==> config.mk <==
export PLATFORM = sky130hd
export DESIGN_NAME = memory_bus_arbiter
export DESIGN_NICKNAME = d
export VERILOG_FILES = /design/src/rtl/memory_bus_arbiter_pkg.sv /design/src/rtl/memory_bus_arbiter_rr_arbiter.sv /design/src/rtl/memory_bus_arbiter.sv
export SDC_FILE = /design/constraint.sdc
export NUM_CORES = 1
export LEC_CHECK = 0
export ABC_AREA = 0
export CAP_MARGIN = 20
export CORE_AREA = 5 5 195 197
export CTS_CLUSTER_DIAMETER = 80
export DETAILED_ROUTE_END_ITERATION = 10
export DIE_AREA = 0 0 200 202
export GPL_ROUTABILITY_DRIVEN = 0
export SLEW_MARGIN = 20
export SYNTH_ARGS = -nofsm -noshare
export SYNTH_HDL_FRONTEND = slang
export SYNTH_HIERARCHICAL = 1
export SYNTH_SLANG_ARGS = --single-unit
==> constraint.sdc <==
create_clock -name clk -period 2.92 [get_ports clk]
set_input_delay 0.584 -clock clk [delete_from_list [all_inputs] [get_ports clk]]
set_output_delay 0.584 -clock clk [all_outputs]
set_load 0.01 [all_outputs]
==> src/rtl/memory_bus_arbiter_pkg.sv <==
`default_nettype none
// +----------------------------------------------------------------------------+
// | Module   : memory_bus_arbiter_pkg                                          |
// | Purpose  : Shared MemoryBus types for the arbiter and its clients: packet |
// |            kinds, bus IDs, the BusPacket struct, the arbiter state type   |
// |            and the client-index to BusID mapping.                         |
// | Ports    : none (package)                                                 |
// | Revision : 1.0 - initial release                                          |
// +----------------------------------------------------------------------------+
package memory_bus_arbiter_pkg;

  typedef logic [31:0] memory_address_t;
  typedef logic [31:0] bus_packet_payload_t;

  // Encoding 2'd3 is unused; the arbiter treats it as malformed.
  typedef enum logic [1:0] {
    bus_read_data     = 2'd0,
    bus_write_data    = 2'd1,
    bus_read_response = 2'd2
  } bus_packet_kind;

  // One ID per possible client slot (up to 8 requesters).
  typedef enum logic [2:0] {
    BUSID_0 = 3'd0,
    BUSID_1 = 3'd1,
    BUSID_2 = 3'd2,
    BUSID_3 = 3'd3,
    BUSID_4 = 3'd4,
    BUSID_5 = 3'd5,
    BUSID_6 = 3'd6,
    BUSID_7 = 3'd7
  } BusID;

  typedef struct packed {
    bus_packet_kind      kind;
    BusID                source;
    memory_address_t     address;
    bus_packet_payload_t payload;
  } BusPacket;

  typedef enum logic [1:0] {
    ARB_IDLE      = 2'd0,
    ARB_ISSUE     = 2'd1,
    ARB_WAIT_RESP = 2'd2,
    ARB_DELIVER   = 2'd3
  } arb_state_t;

  function automatic BusID client_to_busid(input logic [2:0] idx);
    return BusID'(idx);
  endfunction

endpackage : memory_bus_arbiter_pkg
`default_nettype wire

==> src/rtl/memory_bus_arbiter_rr_arbiter.sv <==
`default_nettype none
// +----------------------------------------------------------------------------+
// | Module   : rr_arbiter                                                      |
// | Purpose  : Combinational round-robin pick. Returns the first set request  |
// |            bit found searching upward from ptr_i with wrap-around. The    |
// |            pointer register itself lives in the parent.                   |
// | Ports    : req_i       - request vector                                   |
// |            ptr_i       - highest-priority index this cycle (< NUM_CLIENTS)|
// |            grant_o     - one-hot grant                                    |
// |            grant_idx_o - binary index of the grant                        |
// |            any_grant_o - at least one request present                     |
// | Revision : 1.0 - initial release                                          |
// +----------------------------------------------------------------------------+
module rr_arbiter #(
  parameter int NUM_CLIENTS = 4,
  parameter int IDX_W       = $clog2(NUM_CLIENTS)
) (
  input  logic [NUM_CLIENTS-1:0] req_i,
  input  logic [IDX_W-1:0]       ptr_i,
  output logic [NUM_CLIENTS-1:0] grant_o,
  output logic [IDX_W-1:0]       grant_idx_o,
  output logic                   any_grant_o
);

  // One extra bit so ptr + offset can exceed NUM_CLIENTS before wrapping.
  localparam int SW = IDX_W + 1;

  logic [SW-1:0] cand;
  logic          found;

  always_comb begin
    grant_o     = '0;
    grant_idx_o = '0;
    found       = 1'b0;
    cand        = '0;
    for (int i = 0; i < NUM_CLIENTS; i++) begin
      cand = {1'b0, ptr_i} + SW'(i);
      if (cand >= SW'(NUM_CLIENTS)) begin
        cand = cand - SW'(NUM_CLIENTS);
      end
      if (!found && req_i[cand[IDX_W-1:0]]) begin
        found                        = 1'b1;
        grant_idx_o                  = cand[IDX_W-1:0];
        grant_o[cand[IDX_W-1:0]]     = 1'b1;
      end
    end
    any_grant_o = found;
  end

endmodule : rr_arbiter
`default_nettype wire

==> src/rtl/memory_bus_arbiter.sv <==
`default_nettype none
// +----------------------------------------------------------------------------+
// | Module   : memory_bus_arbiter                                              |
// | Purpose  : Shares one MemoryBus request/response channel between         |
// |            NUM_CLIENTS requesters with round-robin arbitration and a      |
// |            single outstanding transaction. Read responses are routed      |
// |            back to the issuing client; a watchdog flags lost responses.   |
// | Ports    : clk, reset           - clock, synchronous active-high reset    |
// |            cli_req_*            - client request channel (per client)     |
// |            cli_resp_*           - client response channel (shared packet) |
// |            mem_req_*            - request channel toward memory           |
// |            mem_resp_*           - response channel from memory            |
// |            timeout_err          - sticky: read response never arrived     |
// |            protocol_err         - sticky: unexpected/malformed traffic    |
// | Revision : 1.0 - initial release                                          |
// +----------------------------------------------------------------------------+
module memory_bus_arbiter
  import memory_bus_arbiter_pkg::*;
#(
  parameter int NUM_CLIENTS    = 4,
  parameter int TIMEOUT_CYCLES = 256,
  parameter int CNT_W          = 9
) (
  input  logic                   clk,
  input  logic                   reset,
  input  logic [NUM_CLIENTS-1:0] cli_req_valid,
  input  BusPacket [NUM_CLIENTS-1:0] cli_req_pkt,
  output logic [NUM_CLIENTS-1:0] cli_req_ready,
  output logic [NUM_CLIENTS-1:0] cli_resp_valid,
  output BusPacket               cli_resp_pkt,
  input  logic [NUM_CLIENTS-1:0] cli_resp_ready,
  output logic                   mem_req_valid,
  output BusPacket               mem_req_pkt,
  input  logic                   mem_req_ready,
  input  logic                   mem_resp_valid,
  input  BusPacket               mem_resp_pkt,
  output logic                   mem_resp_ready,
  output logic                   timeout_err,
  output logic                   protocol_err
);

  localparam int IDX_W = $clog2(NUM_CLIENTS);
  localparam int PW    = IDX_W + 1;

  arb_state_t       state_q,        state_d;
  logic [IDX_W-1:0] rr_ptr_q,       rr_ptr_d;
  logic [IDX_W-1:0] gidx_q,         gidx_d;
  BusPacket         req_pkt_q,      req_pkt_d;
  BusPacket         resp_pkt_q,     resp_pkt_d;
  logic [CNT_W-1:0] cnt_q,          cnt_d;
  logic             timeout_err_q,  timeout_err_d;
  logic             protocol_err_q, protocol_err_d;

  logic [NUM_CLIENTS-1:0] grant;
  logic [IDX_W-1:0]       grant_idx;
  logic                   any_grant;
  logic [PW-1:0]          ptr_inc;
  logic                   issue_ok;
  logic                   resp_match;
  logic                   timeout_hit;

  rr_arbiter #(
    .NUM_CLIENTS (NUM_CLIENTS),
    .IDX_W       (IDX_W)
  ) u_rr_arbiter (
    .req_i       (cli_req_valid),
    .ptr_i       (rr_ptr_q),
    .grant_o     (grant),
    .grant_idx_o (grant_idx),
    .any_grant_o (any_grant)
  );

  assign ptr_inc    = {1'b0, grant_idx} + PW'(1);
  assign issue_ok   = (req_pkt_q.kind == bus_read_data) ||
                      (req_pkt_q.kind == bus_write_data);
  // Only a read response carrying the outstanding requester's ID is accepted.
  assign resp_match = mem_resp_valid &&
                      (mem_resp_pkt.kind == bus_read_response) &&
                      (mem_resp_pkt.source == req_pkt_q.source);
  assign timeout_hit = (TIMEOUT_CYCLES != 0) &&
                       (cnt_q == CNT_W'(TIMEOUT_CYCLES - 1));

  assign mem_req_pkt  = req_pkt_q;
  assign cli_resp_pkt = resp_pkt_q;
  assign timeout_err  = timeout_err_q;
  assign protocol_err = protocol_err_q;

  always_comb begin
    state_d        = state_q;
    rr_ptr_d       = rr_ptr_q;
    gidx_d         = gidx_q;
    req_pkt_d      = req_pkt_q;
    resp_pkt_d     = resp_pkt_q;
    cnt_d          = cnt_q;
    timeout_err_d  = timeout_err_q;
    protocol_err_d = protocol_err_q;
    cli_req_ready  = '0;
    cli_resp_valid = '0;
    mem_req_valid  = 1'b0;
    mem_resp_ready = 1'b0;

    case (state_q)
      ARB_IDLE: begin
        // Nothing is outstanding, so any response here is stray.
        mem_resp_ready = 1'b1;
        if (mem_resp_valid) begin
          protocol_err_d = 1'b1;
        end
        if (any_grant) begin
          cli_req_ready    = grant;
          gidx_d           = grant_idx;
          req_pkt_d        = cli_req_pkt[grant_idx];
          req_pkt_d.source = client_to_busid(3'(grant_idx));
          rr_ptr_d         = (ptr_inc == PW'(NUM_CLIENTS)) ? '0 : ptr_inc[IDX_W-1:0];
          state_d          = ARB_ISSUE;
        end
      end

      ARB_ISSUE: begin
        if (issue_ok) begin
          mem_req_valid = 1'b1;
          if (mem_req_ready) begin
            if (req_pkt_q.kind == bus_read_data) begin
              cnt_d   = '0;
              state_d = ARB_WAIT_RESP;
            end else begin
              state_d = ARB_IDLE;
            end
          end
        end else begin
          // Malformed request kind: discarded without reaching memory.
          protocol_err_d = 1'b1;
          state_d        = ARB_IDLE;
        end
      end

      ARB_WAIT_RESP: begin
        mem_resp_ready = 1'b1;
        if (resp_match) begin
          // A valid response on the last watchdog cycle still wins.
          resp_pkt_d = mem_resp_pkt;
          state_d    = ARB_DELIVER;
        end else begin
          if (mem_resp_valid) begin
            protocol_err_d = 1'b1;
          end
          if (timeout_hit) begin
            timeout_err_d = 1'b1;
            state_d       = ARB_IDLE;
          end else begin
            cnt_d = cnt_q + CNT_W'(1);
          end
        end
      end

      ARB_DELIVER: begin
        cli_resp_valid[gidx_q] = 1'b1;
        if (cli_resp_ready[gidx_q]) begin
          state_d = ARB_IDLE;
        end
      end

      default: begin
        state_d = ARB_IDLE;
      end
    endcase

    // Keep every combinational output quiet while reset is held.
    if (reset) begin
      cli_req_ready  = '0;
      cli_resp_valid = '0;
      mem_req_valid  = 1'b0;
      mem_resp_ready = 1'b0;
    end
  end

  always_ff @(posedge clk) begin
    if (reset) begin
      state_q        <= ARB_IDLE;
      rr_ptr_q       <= '0;
      gidx_q         <= '0;
      req_pkt_q      <= '0;
      resp_pkt_q     <= '0;
      cnt_q          <= '0;
      timeout_err_q  <= 1'b0;
      protocol_err_q <= 1'b0;
    end else begin
      state_q        <= state_d;
      rr_ptr_q       <= rr_ptr_d;
      gidx_q         <= gidx_d;
      req_pkt_q      <= req_pkt_d;
      resp_pkt_q     <= resp_pkt_d;
      cnt_q          <= cnt_d;
      timeout_err_q  <= timeout_err_d;
      protocol_err_q <= protocol_err_d;
    end
  end

endmodule : memory_bus_arbiter
`default_nettype wire

==> results of run 1 <==
timing repair:
item	CTS	global route
gates cloned	0	1
setup buffers	14	8
gates resized for setup	38	45
setup endpoints to repair	57	72
pin swaps	6	5
area by class of cell:
class                           count  share of cell area, %
Sequential cell                   152                   21.0
Multi-Input combinational cell    622                   30.7
Clock inverter                     14                   1.28
Clock buffer                       18                   3.02
Inverter                           10                  0.293
Tap cell                          468                   4.03
Timing Repair Buffer              582                   39.7
per-layer routing:
metal	vias to the layer above	global-route usage, %	wire length [µm]
li1	4087	-	-
met1	3985	17.8	13300
met2	366	29.0	18300
met3	39	5.92	3200
met4	2	5.80	1030
met5	-	0	13
metrics by stage:
stage / cells / setup TNS (ns) / setup WS, ns
2_1_floorplan: 855 / -0.431 / -0.0124
3_3_place_gp: 1811 / -32.48 / -0.573
3_5_place_dp: 1811 / -36.93 / -0.679
4_1_cts: 1857 / -0.428 / -0.154
5_1_grt: 1866 / -10.55 / -0.291
6_report: 1866 / -2.86 / -0.166
worst paths after layout:
check / slack (ns) / from / end
worst min register to register: 0.45 / cli_resp_pkt[15] / cli_resp_pkt[15]
worst min-delay path: 0.41 / reset / cnt_q[0]
worst max-delay path: -0.17 / rr_ptr_q[0] / cli_req_ready[2]
worst max register to register: -0.11 / rr_ptr_q[0] / mem_req_pkt[12]
logic make-up (layout without fill, tap and decap cells):
group / after synthesis / count (layout)
flops: 152 / 152
buf+inv: 82 / 624
simple gates: 337 / 337
compound gates: 188 / 189
fa+ha+maj: 8 / 8
mux: 85 / 85
xor+xnor: 2 / 2
other cells: 1 / 1
synthesized netlist by cell type (3+ instances only):
library cell,number,area share (%)
sky130_fd_sc_hd__a41oi_1,3,0.34
sky130_fd_sc_hd__nor3_1,18,1.2
sky130_fd_sc_hd__ha_1,8,1.3
sky130_fd_sc_hd__nor4_1,4,0.32
sky130_fd_sc_hd__nand2b_1,11,0.89
sky130_fd_sc_hd__and2_1,4,0.32
sky130_fd_sc_hd__clkbuf_1,31,1.5
sky130_fd_sc_hd__mux4_2,59,17
sky130_fd_sc_hd__and3_1,4,0.32
sky130_fd_sc_hd__a31oi_1,3,0.24
sky130_fd_sc_hd__nor2_1,16,0.78
sky130_fd_sc_hd__mux2_2,3,0.44
sky130_fd_sc_hd__o21ai_0,6,0.39
sky130_fd_sc_hd__nand3_1,5,0.32
sky130_fd_sc_hd__inv_1,10,0.49
sky130_fd_sc_hd__buf_2,24,1.6
sky130_fd_sc_hd__buf_4,6,0.58
sky130_fd_sc_hd__nor2b_1,3,0.24
sky130_fd_sc_hd__o22ai_1,9,0.73
sky130_fd_sc_hd__nand2_1,257,12
sky130_fd_sc_hd__a21oi_1,138,8.9
sky130_fd_sc_hd__mux2i_1,21,2.7
sky130_fd_sc_hd__buf_6,8,1.2
sky130_fd_sc_hd__o21ai_1,5,0.32
sky130_fd_sc_hd__a22oi_1,8,0.78
sky130_fd_sc_hd__dfxtp_1,152,39
where the power goes:
part | switching [mW] | internal, mW
Sequential | 0.331 | 2.55
Combinational | 3.39 | 4.07
Clock | 1.00 | 1.40
Total | 4.73 | 8.02
worst register-to-register path, delay by kind of cell, from the launching register on:
family	cells	cell delay, ns
AO/OA/AOI/OAI	2	0.44
buffers and inverters	7	1.00
AND/OR/NAND/NOR	3	0.51
multiplexers	1	0.58
flip-flops	1	0.37
sequential cells by signal, indices dropped and copies added (netlist names):
register,count
protocol_err,1
cnt_q,9
state_q,2
rr_ptr_q,2
timeout_err,1
mem_req_pkt,68
cli_resp_pkt,69
==> flow_results.xml, run 1 <==
<?xml version="1.0" encoding="UTF-8"?>
<metrics>
  <group name="clock_network">
    <metric name="clock_tree_root_buffer_cell" unit="">sky130_fd_sc_hd__clkbuf_16</metric>
    <metric name="cts_tree" unit="">yes</metric>
    <metric name="cts_buffers" unit="">17</metric>
    <metric name="clk_latency" unit="ns">0.44</metric>
    <metric name="cts.clk_slew.worst_paths" unit="ns">0.07</metric>
    <metric name="total_number_of_h_tree_levels" unit="">4</metric>
    <metric name="ctsHoldBuffers" unit="">0</metric>
    <metric name="clock_tree_buf_depth" unit="">2</metric>
    <metric name="cts_sinks" unit="">152</metric>
  </group>
  <group name="drt">
    <metric name="via_count" unit="">8479</metric>
    <metric name="route.antenna.remaining_nets" unit="">0</metric>
    <metric name="detail_route.wirelength" unit="mm">35.8</metric>
    <metric name="route.detailed.vias_per_inst" unit="">4.54</metric>
    <metric name="drcViolationCount" unit="">0</metric>
    <metric name="wl_per_cell" unit="µm">19.2</metric>
    <metric name="drt-initial-drc-count" unit="">305</metric>
    <metric name="drt_first_pass_iters" unit="">4</metric>
  </group>
  <group name="yosys">
    <metric name="synth.mux.area_fraction" unit="%">21.0</metric>
    <metric name="ys_ff_latch" unit="">152</metric>
    <metric name="ys_types" unit="">56</metric>
    <metric name="synth_fa_ha_area_share" unit="%">1.29</metric>
    <metric name="synth_compound_gate_area_share" unit="%">13.7</metric>
    <metric name="synth_top_family_by_area" unit="">multiplexers</metric>
    <metric name="synth.yosys.seq_area_share" unit="%">39.4</metric>
    <metric name="synth-xor-area-share" unit="%">0.566</metric>
    <metric name="simple_gate_share_of_the_synthesized_area" unit="%">18.6</metric>
    <metric name="mappedNetlistNets" unit="">1220</metric>
    <metric name="synthesis.area_per_instance" unit="µm²">9.04</metric>
    <metric name="synth-main-ff-cell" unit="">sky130_fd_sc_hd__dfxtp_1</metric>
    <metric name="postSynthCellCount" unit="">855</metric>
    <metric name="syn_area" unit="µm²">7730</metric>
    <metric name="postSynth.asyncResetShare" unit="%">0</metric>
    <metric name="synth_enable_flop_cells" unit="">0</metric>
    <metric name="yosys_warnings" unit="">6</metric>
  </group>
  <group name="cells_and_area">
    <metric name="areaGrowthSynthToFinish" unit="%">88.1</metric>
    <metric name="cell_area_after_layout" unit="µm²">14500</metric>
    <metric name="area_taken_by_multi_input_logic_gates" unit="µm²">4460</metric>
    <metric name="mostFrequentLayoutCell" unit="">sky130_fd_sc_hd__clkdlybuf4s50_1</metric>
    <metric name="most_frequent_cells_in_the_layout" unit="">sky130_fd_sc_hd__clkdlybuf4s50_1 (484), sky130_fd_sc_hd__nand2_1 (245), sky130_fd_sc_hd__dfxtp_1 (149)</metric>
    <metric name="layout.filler_cells" unit="">3589</metric>
    <metric name="num-nets-final" unit="">1750</metric>
    <metric name="seqCellArea" unit="µm²">3050</metric>
    <metric name="antennaDiodeCount" unit="">0</metric>
    <metric name="fraction_of_final_layout_cells_sized_beyond_drive_strength_1" unit="%">17.1</metric>
    <metric name="finalCoreUtilization" unit="%">40.3</metric>
  </group>
  <group name="worst_setup_path">
    <metric name="crit_type" unit="">flop to output port</metric>
    <metric name="crit_path_max_fanout" unit="">5</metric>
    <metric name="critical_path.startpoint_type" unit="">flop</metric>
    <metric name="crit_cells" unit="">9</metric>
    <metric name="arrival" unit="ns">2.50</metric>
    <metric name="critical-path-slowest-cell" unit="">sky130_fd_sc_hd__mux4_2</metric>
    <metric name="cells_traversed_along_the_worst_timing_path" unit="">buf_6, mux4_2, buf_4, nor3_4, nand2b_1, nand2b_1, nor3_4, and2_1, buf_2</metric>
    <metric name="worst_setup_path_end_kind" unit="">output port</metric>
    <metric name="critical_path_required" unit="ns">2.34</metric>
    <metric name="timing.critical_path.slowest_cell_delay" unit="ns">0.56</metric>
    <metric name="path_delay_family" unit="">simple AND/OR/NAND/NOR gates</metric>
    <metric name="critical_path_buf_inv_count" unit="">3</metric>
    <metric name="worst_r2r_path_depth" unit="">13</metric>
  </group>
  <group name="die">
    <metric name="dieArea" unit="µm²">40400</metric>
    <metric name="io_pins" unit="">507</metric>
    <metric name="fp.coreArea" unit="µm²">36100</metric>
    <metric name="start_util" unit="%">21.4</metric>
    <metric name="die_h" unit="µm">202</metric>
    <metric name="std_cell_rows" unit="">70</metric>
    <metric name="chipWidth" unit="µm">200</metric>
  </group>
  <group name="timing">
    <metric name="rsz0062_at_grt" unit="">yes</metric>
    <metric name="whs" unit="ns">0.408</metric>
    <metric name="final_hold_viol_count" unit="">0</metric>
    <metric name="final.setup_skew" unit="ns">0.00973</metric>
    <metric name="final_min_period_over_clock_period" unit="%">106</metric>
    <metric name="max_clock_freq" unit="GHz">0.324</metric>
    <metric name="timing_max_transition_violations_final" unit="">0</metric>
    <metric name="timing.final.ws_setup" unit="ns">-0.166</metric>
    <metric name="max_slew_margin" unit="%">39.4</metric>
    <metric name="timing.final.setup_violations" unit="">61</metric>
    <metric name="fin_crit" unit="ns">3.09</metric>
    <metric name="slew_at_the_pin_closest_to_its_max_slew_limit" unit="ns">0.909</metric>
  </group>
  <group name="power_and_ir_drop">
    <metric name="max-vdd-ir-drop" unit="V">0.000442</metric>
    <metric name="p_leak" unit="nW">5.18</metric>
    <metric name="power-per-cell-area" unit="nW/µm²">876</metric>
    <metric name="fin_total_pwr" unit="mW">12.7</metric>
  </group>
  <group name="run_status">
    <metric name="status" unit="">finished with violations</metric>
    <metric name="violated_checks" unit="">setup timing</metric>
  </group>
  <group name="global_route">
    <metric name="global_route.overflow_total" unit="">0</metric>
    <metric name="grt_pass1_vias" unit="">8859</metric>
    <metric name="grt_pass1_wl" unit="mm">50.8</metric>
    <metric name="grt_start_max_net_pins" unit="">83</metric>
    <metric name="grt_antenna_before_repair" unit="">2</metric>
    <metric name="globalRouteTotalUtil" unit="%">16.3</metric>
  </group>
  <group name="placed_design">
    <metric name="numPortBuffers" unit="">493</metric>
    <metric name="dp_hpwl" unit="mm">27.9</metric>
    <metric name="post_dp_cell_area" unit="µm²">13500</metric>
  </group>
  <group name="hold_path">
    <metric name="hold_class" unit="">primary input to flop</metric>
    <metric name="cell_depth_of_the_worst_min_delay_path" unit="">2</metric>
  </group>
  <group name="job">
    <metric name="timing.max_cap.violations" unit="">0</metric>
  </group>
</metrics>
Power figures use the tool's default switching activity.
==> run 2: changes to the inputs <==
Settings changed: CAP_MARGIN 20 to 40.
==> flow_results.xml, run 2 (same netlist as run 1, synthesis figures left out) <==
<?xml version="1.0" encoding="UTF-8"?>
<metrics>
  <group name="run_status">
    <metric name="status" unit="">finished with violations</metric>
    <metric name="violated_checks" unit="">setup timing</metric>
  </group>
  <group name="die">
    <metric name="fp.coreArea" unit="µm²">36100</metric>
    <metric name="die_h" unit="µm">202</metric>
    <metric name="dieArea" unit="µm²">40400</metric>
    <metric name="io_pins" unit="">507</metric>
    <metric name="std_cell_rows" unit="">70</metric>
    <metric name="chipWidth" unit="µm">200</metric>
    <metric name="start_util" unit="%">21.4</metric>
  </group>
  <group name="worst_setup_path">
    <metric name="critical-path-slowest-cell" unit="">sky130_fd_sc_hd__mux4_2</metric>
    <metric name="cells_traversed_along_the_worst_timing_path" unit="">buf_6, mux4_2, buf_4, nor3_4, nand2b_1, nand2b_1, nor3_4, and2_1, buf_2</metric>
    <metric name="crit_type" unit="">flop to output port</metric>
    <metric name="timing.critical_path.slowest_cell_delay" unit="ns">0.56</metric>
    <metric name="crit_path_max_fanout" unit="">5</metric>
    <metric name="worst_setup_path_end_kind" unit="">output port</metric>
    <metric name="arrival" unit="ns">2.49</metric>
    <metric name="critical_path.startpoint_type" unit="">flop</metric>
    <metric name="critical_path_required" unit="ns">2.34</metric>
  </group>
  <group name="clock_network">
    <metric name="clock_tree_buf_depth" unit="">2</metric>
    <metric name="total_number_of_h_tree_levels" unit="">4</metric>
    <metric name="clk_latency" unit="ns">0.44</metric>
    <metric name="cts_buffers" unit="">17</metric>
    <metric name="cts_sinks" unit="">152</metric>
    <metric name="cts.clk_slew.worst_paths" unit="ns">0.07</metric>
    <metric name="clock_tree_root_buffer_cell" unit="">sky130_fd_sc_hd__clkbuf_16</metric>
    <metric name="cts_tree" unit="">yes</metric>
  </group>
  <group name="cells_and_area">
    <metric name="mostFrequentLayoutCell" unit="">sky130_fd_sc_hd__clkdlybuf4s50_1</metric>
    <metric name="stdcell_count" unit="">1865</metric>
    <metric name="number_of_flip_flops_under_the_largest_register_name" unit="">69</metric>
    <metric name="most_frequent_cells_in_the_layout" unit="">sky130_fd_sc_hd__clkdlybuf4s50_1 (484), sky130_fd_sc_hd__nand2_1 (249), sky130_fd_sc_hd__dfxtp_1 (149)</metric>
    <metric name="finalCoreUtilization" unit="%">40.1</metric>
    <metric name="fraction_of_final_layout_cells_sized_beyond_drive_strength_1" unit="%">16.5</metric>
    <metric name="num-nets-final" unit="">1749</metric>
    <metric name="antennaDiodeCount" unit="">0</metric>
    <metric name="areaGrowthSynthToFinish" unit="%">87.4</metric>
  </group>
  <group name="timing">
    <metric name="timing.final.setup_violations" unit="">19</metric>
    <metric name="finalSetupTns" unit="ns">-0.733</metric>
    <metric name="whs" unit="ns">0.404</metric>
    <metric name="max_slew_margin" unit="%">51.8</metric>
    <metric name="fin_crit" unit="ns">3.07</metric>
    <metric name="final_hold_viol_count" unit="">0</metric>
    <metric name="max_clock_freq" unit="GHz">0.326</metric>
    <metric name="final_min_period_over_clock_period" unit="%">105</metric>
    <metric name="rsz0062_at_grt" unit="">yes</metric>
    <metric name="timing.final.ws_setup" unit="ns">-0.150</metric>
    <metric name="final.setup_skew" unit="ns">0.00922</metric>
    <metric name="slew_at_the_pin_closest_to_its_max_slew_limit" unit="ns">0.723</metric>
    <metric name="timing_max_transition_violations_final" unit="">0</metric>
  </group>
  <group name="drt">
    <metric name="detail_route.wirelength" unit="mm">35.5</metric>
    <metric name="drt_first_pass_iters" unit="">5</metric>
    <metric name="drcViolationCount" unit="">0</metric>
    <metric name="route.detailed.vias_per_inst" unit="">4.52</metric>
    <metric name="drt-initial-drc-count" unit="">332</metric>
    <metric name="via_count" unit="">8435</metric>
    <metric name="wl_per_cell" unit="µm">19.0</metric>
    <metric name="route.antenna.remaining_nets" unit="">0</metric>
  </group>
  <group name="global_route">
    <metric name="grt_antenna_before_repair" unit="">2</metric>
    <metric name="globalRouteTotalUtil" unit="%">16.3</metric>
    <metric name="grt_pass1_wl" unit="mm">50.8</metric>
    <metric name="grt_pass1_vias" unit="">8859</metric>
    <metric name="grt_start_max_net_pins" unit="">83</metric>
    <metric name="global_route.overflow_total" unit="">0</metric>
  </group>
  <group name="power_and_ir_drop">
    <metric name="power-per-cell-area" unit="nW/µm²">865</metric>
    <metric name="fin_total_pwr" unit="mW">12.5</metric>
    <metric name="p_leak" unit="nW">5.17</metric>
    <metric name="max-vdd-ir-drop" unit="V">0.000423</metric>
  </group>
  <group name="hold_path">
    <metric name="hold_class" unit="">primary input to flop</metric>
  </group>
  <group name="placed_design">
    <metric name="placedCellCount" unit="">1811</metric>
    <metric name="dp_hpwl" unit="mm">27.9</metric>
    <metric name="numPortBuffers" unit="">493</metric>
  </group>
  <group name="job">
    <metric name="timing.max_cap.violations" unit="">0</metric>
  </group>
</metrics>
-- run 2: changes by cell type in the layout (fill, tap and decap cells not counted), sizes merged --
cell	change
buf	-1
-- run 2: layout make-up --
type,instances,area (µm²)
Fill cell,3600,21600
Timing Repair Buffer,581,5760
Multi-Input combinational cell,622,4430
Sequential cell,152,3050
Tap cell,468,586
Clock buffer,18,439
Clock inverter,14,186
Inverter,10,40.0
-- run 2: per-layer routing --
layer,vias up,global-route usage (%),part of all wire [%]
met5,-,0,0.037
met4,2,5.80,3.4
met3,45,5.92,9.2
met2,378,29.0,50
met1,3926,17.8,37
li1,4084,-,-
-- run 2: power by group --
part           switching (mW)  internal (mW)  total [mW]
clock network            1.00           1.40        2.40
registers               0.333           2.55        2.88
logic                    3.30           3.95        7.25
total                    4.63           7.90        12.5
-- run 2: path summary, 6_finish.rpt --
check                                 startpoint               end  slack, ns  depth (start not counted)
worst min register to register  cli_resp_pkt[15]  cli_resp_pkt[15]       0.45                          2
worst max-delay path                 rr_ptr_q[0]  cli_req_ready[2]      -0.15                          9
worst max register to register       rr_ptr_q[1]   mem_req_pkt[48]      -0.02                         14
worst min-delay path                       reset          cnt_q[0]       0.40                          2
-- run 2: critical path, delay by kind of cell, from the launching register on --
family | cells | cell delay [ns]
simple gates | 5 | 0.70
mux | 1 | 0.56
buf+inv | 3 | 0.43
flops | 1 | 0.37
-- run 2: stage by stage --
| step | area (µm²) | setup slack, ns |
|---|---|---|
| global placement | 13500 | -0.573 |
| floorplan | 7760 | -0.0124 |
| CTS | 14300 | -0.154 |
| finish | 14500 | -0.150 |
| detailed placement | 13500 | -0.679 |
| global route | 14500 | -0.277 |
-- run 2: repair_timing --
| item | in CTS | in global routing |
|---|---|---|
| cloned | 0 | 1 |
| buffers inserted | 14 | 6 |
| endpoints found under the setup margin | 57 | 72 |
| hold buffers | 0 | 0 |
| gates resized for setup | 38 | 30 |
| pin swaps | 6 | 5 |
==> run 3: changes to the inputs <==
Settings changed: ABC_CLOCK_PERIOD_IN_PS from default to 2920.
==> results of run 3 <==
Same layout as run 2: the final DEF is identical, and so are final timing and power.
